===== config.mk =====
export PLATFORM = sky130hd
export DESIGN_NAME = uart_fifo_tx
export DESIGN_NICKNAME = d
export VERILOG_FILES = /design/src/rtl/uart_pkg.sv /design/src/rtl/uart_baud_tick.sv /design/src/rtl/uart_fifo_tx.sv
export SDC_FILE = /design/constraint.sdc
export NUM_CORES = 1
export LEC_CHECK = 0
export ABC_AREA = 1
export CAP_MARGIN = 20
export CORE_ASPECT_RATIO = 1.5
export CORE_UTILIZATION = 42
export CTS_BUF_LIST = sky130_fd_sc_hd__clkbuf_4
export DETAILED_ROUTE_END_ITERATION = 10
export HOLD_SLACK_MARGIN = 0.1
export PLACE_DENSITY = 0.68
export SLEW_MARGIN = 20
export SYNTH_ARGS = -nofsm -noshare
export SYNTH_HDL_FRONTEND = slang
export SYNTH_SLANG_ARGS = --single-unit
export TNS_END_PERCENT = 5

===== constraint.sdc =====
create_clock -name rclk -period 3.22 [get_ports rclk]
set_clock_uncertainty 0.05 [all_clocks]
set_input_delay 0.644 -clock rclk [delete_from_list [all_inputs] [get_ports rclk]]
set_output_delay 0.644 -clock rclk [all_outputs]
set_load 0.03 [all_outputs]

===== src/rtl/uart_pkg.sv =====
// Shared UART definitions: transmit FSM states, default baud settings and a
// width helper used by the TX serializer and its baud counter.
package uart_pkg;

    typedef enum logic [1:0] {
        IDLE,
        START,
        DATA,
        STOP
    } tx_state_e;

    localparam int DEFAULT_CLK_HZ       = 50_000_000;
    localparam int DEFAULT_BAUD         = 115200;
    localparam int DEFAULT_CLKS_PER_BIT = DEFAULT_CLK_HZ / DEFAULT_BAUD;

    // Counter/index width that never collapses to zero bits.
    function automatic int min1_clog2(input int n);
        return (n > 1) ? $clog2(n) : 1;
    endfunction

endpackage


===== src/rtl/uart_baud_tick.sv =====
// Bit-period counter: fires tick on the last cycle of each bit period and
// restarts from zero whenever the owning FSM changes state.
module uart_baud_tick
    import uart_pkg::*;
#(
    parameter int CLKS_PER_BIT = DEFAULT_CLKS_PER_BIT
)(
    input  logic clk,
    input  logic rst_n,
    input  logic clr,
    output logic tick,
    output logic pre_tick
);

    localparam int CNT_W = min1_clog2(CLKS_PER_BIT);
    localparam logic [CNT_W-1:0] LAST_CNT = CNT_W'(CLKS_PER_BIT - 1);
    localparam logic [CNT_W-1:0] PRE_LAST_CNT =
        CNT_W'((CLKS_PER_BIT > 1) ? (CLKS_PER_BIT - 2) : 0);

    logic [CNT_W-1:0] cnt_reg;
    logic [CNT_W-1:0] cnt_next;

    assign tick = (cnt_reg == LAST_CNT);
    // High when tick will fire on the following cycle (barring a clear).
    assign pre_tick = (CLKS_PER_BIT == 1) || (cnt_reg == PRE_LAST_CNT);

    always_comb begin
        cnt_next = cnt_reg + 1'b1;
        if (clr || tick) begin
            cnt_next = '0;
        end
    end

    always_ff @(posedge clk or negedge rst_n) begin
        if (!rst_n) begin
            cnt_reg <= '0;
        end else begin
            cnt_reg <= cnt_next;
        end
    end

endmodule


===== src/rtl/uart_fifo_tx.sv =====
// UART transmit serializer draining a FIFO read port: pops one word per frame
// and shifts it out as start bit, DATASIZE data bits LSB first, one stop bit.
module uart_fifo_tx
    import uart_pkg::*;
#(
    parameter int DATASIZE     = 8,
    parameter int CLKS_PER_BIT = DEFAULT_CLKS_PER_BIT
)(
    input  logic                rclk,
    input  logic                rrst_n,
    input  logic                rempty,
    input  logic [DATASIZE-1:0] rdata,
    input  logic                tx_en,
    output logic                rinc,
    output logic                txd,
    output logic                busy,
    output logic                tx_done
);

    localparam int IDX_W = min1_clog2(DATASIZE);
    localparam logic [IDX_W-1:0] LAST_BIT = IDX_W'(DATASIZE - 1);

    tx_state_e           state_reg, state_next;
    logic [DATASIZE-1:0] shreg_reg, shreg_next, shreg_shift;
    logic [IDX_W-1:0]    bit_idx_reg, bit_idx_next;
    logic                txd_reg, txd_next;
    logic                rinc_reg, rinc_next;
    logic                busy_reg, busy_next;
    logic                tx_done_reg, tx_done_next;
    logic                tick, pre_tick, state_chg;

    assign state_chg   = (state_next != state_reg);
    assign shreg_shift = shreg_reg >> 1;

    uart_baud_tick #(
        .CLKS_PER_BIT(CLKS_PER_BIT)
    ) u_baud (
        .clk     (rclk),
        .rst_n   (rrst_n),
        .clr     (state_chg),
        .tick    (tick),
        .pre_tick(pre_tick)
    );

    always_ff @(posedge rclk or negedge rrst_n) begin
        if (!rrst_n) begin
            state_reg   <= IDLE;
            shreg_reg   <= '0;
            bit_idx_reg <= '0;
            txd_reg     <= 1'b1;
            rinc_reg    <= 1'b0;
            busy_reg    <= 1'b0;
            tx_done_reg <= 1'b0;
        end else begin
            state_reg   <= state_next;
            shreg_reg   <= shreg_next;
            bit_idx_reg <= bit_idx_next;
            txd_reg     <= txd_next;
            rinc_reg    <= rinc_next;
            busy_reg    <= busy_next;
            tx_done_reg <= tx_done_next;
        end
    end

    // Leaving IDLE on the pop edge keeps the stale rempty from being resampled.
    always_comb begin
        state_next = state_reg;
        case (state_reg)
            IDLE:    if (tx_en && !rempty)                 state_next = START;
            START:   if (tick)                             state_next = DATA;
            DATA:    if (tick && bit_idx_reg == LAST_BIT)  state_next = STOP;
            STOP:    if (tick)                             state_next = IDLE;
            default:                                       state_next = IDLE;
        endcase
    end

    // Registered outputs are computed one cycle ahead of the line they drive.
    always_comb begin
        shreg_next   = shreg_reg;
        bit_idx_next = bit_idx_reg;
        txd_next     = txd_reg;
        rinc_next    = 1'b0;
        busy_next    = busy_reg;
        tx_done_next = 1'b0;
        case (state_reg)
            IDLE: begin
                txd_next = 1'b1;
                if (state_next == START) begin
                    shreg_next = rdata;
                    rinc_next  = 1'b1;
                    txd_next   = 1'b0;
                    busy_next  = 1'b1;
                end
            end
            START: begin
                if (tick) begin
                    bit_idx_next = '0;
                    txd_next     = shreg_reg[0];
                end
            end
            DATA: begin
                if (tick) begin
                    if (bit_idx_reg == LAST_BIT) begin
                        txd_next     = 1'b1;
                        tx_done_next = (CLKS_PER_BIT == 1);
                    end else begin
                        shreg_next   = shreg_shift;
                        bit_idx_next = bit_idx_reg + 1'b1;
                        txd_next     = shreg_shift[0];
                    end
                end
            end
            STOP: begin
                if (tick) begin
                    busy_next = 1'b0;
                end else begin
                    tx_done_next = pre_tick;
                end
            end
            default: begin
                txd_next  = 1'b1;
                busy_next = 1'b0;
            end
        endcase
    end

    assign rinc    = rinc_reg;
    assign txd     = txd_reg;
    assign busy    = busy_reg;
    assign tx_done = tx_done_reg;

endmodule


==> results.md <==
* Top post-synthesis cells by area: dfrtp_1 40%, nand2_1 11%, ha_1 8.0%, mux2_2 4.3%, nor2_2 4.0%
* Reg power frac at 0.318
* Slew at the pin closest to its max-slew limit at 0.436 ns
* Largest stage delay, worst path at 0.66 ns
* Outcome: finished, final reports clean
* Slew HR at 0.709
* Max-cap violations at 0
* RSZ-0062 raised after global routing: no
* Largest net degree at the start of global routing at 27
* Hold slack at 0.445 ns
* CTS H-tree depth at 1
* VDD IR max at 504 uV
* Final WL at 2940 um
* Hold WC Path Type: register to register
* Commonest non-fill, non-tap cells in the layout: 47 x nand2_1, 25 x dfrtp_1, 16 x inv_1, 15 x clkdlybuf4s50_1, 12 x nand3_1
* Via count at 1,207
* # nets final at 220
* Gate Count Post-Synth at 178
* WP buf/inv at 1
* Setup bufs post-CTS at 0
* Mean post-synth cell area at 8.81 um2
* Comb pwr share at 0.537
* Worst path required time at 2.53 ns
* PwrDens at 857 mW/mm2
* Synthesis-to-layout area growth at 15.6%
* Period minus WS final at 2.24 ns
* Chip Width at 51.9 um
* Vias/cell at 5.05
* Endpoint class of the critical path: output pin
* CTS Buffer Depth at 2
* Cts hold-fix bufs at 0
* Post_cts resized at 0
* Filler Cells Inserted at 316
* Layout cells sized above 1 at 0.234
* Initial drt markers at 26
* Critical path type: register to output pin
* # port buffers at 15
* RePlAce Congestion at 0.759
* Sw Pwr at 0.000691 W
* Mapped Nets at 200
* Starting Density at 0.451
* Delay-heaviest family, CP: buffers and inverters
* # diodes at 0
* Root buf cell: clkbuf_4
* Switching fraction of total power at 0.444
* Die Area at 0.00399 mm2
* GRT Util Overall at 0.169
* Final Slew Violations at 0
* Seq/Total Area, Yosys at 0.415
* FF+latch area at 652 um2
* Critical Path Slowest Stage Cell: clkdlybuf4s50_1
* CP startpoint kind: register
* Core Region at 0.00348 mm2
* HPWL after DPL at 2320 um
* Die height at 76.9 um
* Flop and latch count out of synthesis at 26
* Internal at 0.000864 W
* Post-route ant nets at 0
* CTS sink count at 26
* Top cell type's share of synthesized area at 0.399
* Critical path, cell by cell: clkdlybuf4s50_1
* IO Count at 16
* Cell area after synthesis at 0.00157 mm2
* Vias in the first global route at 1,191
* Critical path arrival at 1.54 ns
* Gr ovfl total at 0
* Area of the multi-input gates at 813 um2
* Yosys warning total at 0
* Placement Rows at 26
* TritonCTS buffer count at 3
* Leak at 0.860 nW
* Post-route DRC at 0
* Routed WL per cell at 12.3 um
* First-pass GRT wire length at 5180 um
* Most common cell after layout, fill and taps aside: nand2_1
* CP max FO at 2
* Max reg flops at 9
* Antenna violations before repair at 0
* First drt pass iteration count at 4
* Post-synth cell types at 27
* Yosys top cell by area: dfrtp_1
* Clock slew at reported path FFs at 0.15 ns
* Max Fclk at 447 MHz
* CTS tree: built
* Post-Route Setup TNS at 0 ns
* Worst-skew pair later-pin latency at 0.32 ns
* Clk pwr share at 0.144
* Final setup viols at 0
* Hold Vio Cnt, Final at 0
* Fin crit share at 0.695
## through the flow
step	std cells	utilization	area (um2)	worst slack, ns	power [W]
finish	239	0.521	1810	0.981	0.00155
global route	239	0.521	1810	0.923	0.00169
CTS	239	0.521	1810	0.966	0.00157
detailed placement	235	0.506	1760	0.995	0.00134
global placement	235	0.506	1760	1.07	0.00131
floorplan	178	-	1570	1.50	0.00117
## Yosys cell counts
master    instances
nand3_2           3
nand2_4           4
nor3_1            3
nand3_1          12
o21ai_0          10
nor2_2           10
nor2_4            1
o21bai_2          1
dfrtp_1          25
inv_1            16
nand4_1           2
mux2_2            6
nor2_1            3
o21a_1            1
xnor2_1           2
nor4b_1           1
o21ai_2           1
nand2_2           7
ha_1             10
nand4_4           1
clkbuf_8          1
nand2_1          47
inv_2             5
dfstp_2           1
xor2_1            2
a21oi_1           2
buf_6             1
## cell type report
type                       count  share of cell area
clock inverter                 1              0.0166
timing repair buffer          17              0.0910
tap                           42              0.0290
multi-input combinational    129               0.448
inverter                      21              0.0434
sequential                    26               0.359
clock buffer                   3              0.0124
## routing by layer
layer  global-route usage  part of all wire  vias to the layer above
li1                     -                 -                      604
met1                0.195              0.40                      577
met2                0.313              0.56                       22
met3               0.0238             0.025                        4
met4               0.0405            0.0095                        0
met5                    0                 0                        -
## final timing paths
check / end / slack [ns] / startpoint / cells after the start
worst max-delay path: txd / 0.98 / txd / 1
worst min-delay path: shreg_reg[2] / 0.44 / shreg_reg[2] / 2
worst max register to register: shreg_reg[7] / 1.26 / state_reg[1] / 12
worst min register to register: shreg_reg[2] / 0.44 / shreg_reg[2] / 2
max in group asynchronous: txd / 2.20 / rrst_n / 2
min in group asynchronous: u_baud.cnt_reg[6] / 0.62 / rrst_n / 2
## power by group through the flow
stage                     Combinational [W]  Clock, W  Sequential (W)
after floorplan                    0.000661         0        0.000510
after global placement             0.000809         0        0.000498
after detailed placement           0.000841         0        0.000502
after CTS                          0.000845  0.000229        0.000495
after global routing               0.000940  0.000245        0.000508
final                              0.000836  0.000224        0.000495
## cells by family after synthesis
group                      after synthesis  share of synthesized area
DFF                                     26                      0.415
buffers and inverters                   23                     0.0662
AOI/OAI and AO/OA                       15                     0.0558
muxes                                    6                     0.0431
adders and majority gates               10                     0.0797
xor gates and xnor gates                 4                     0.0223
and+or+nand+nor                         94                      0.317
(Power assumes the default switching activity.)
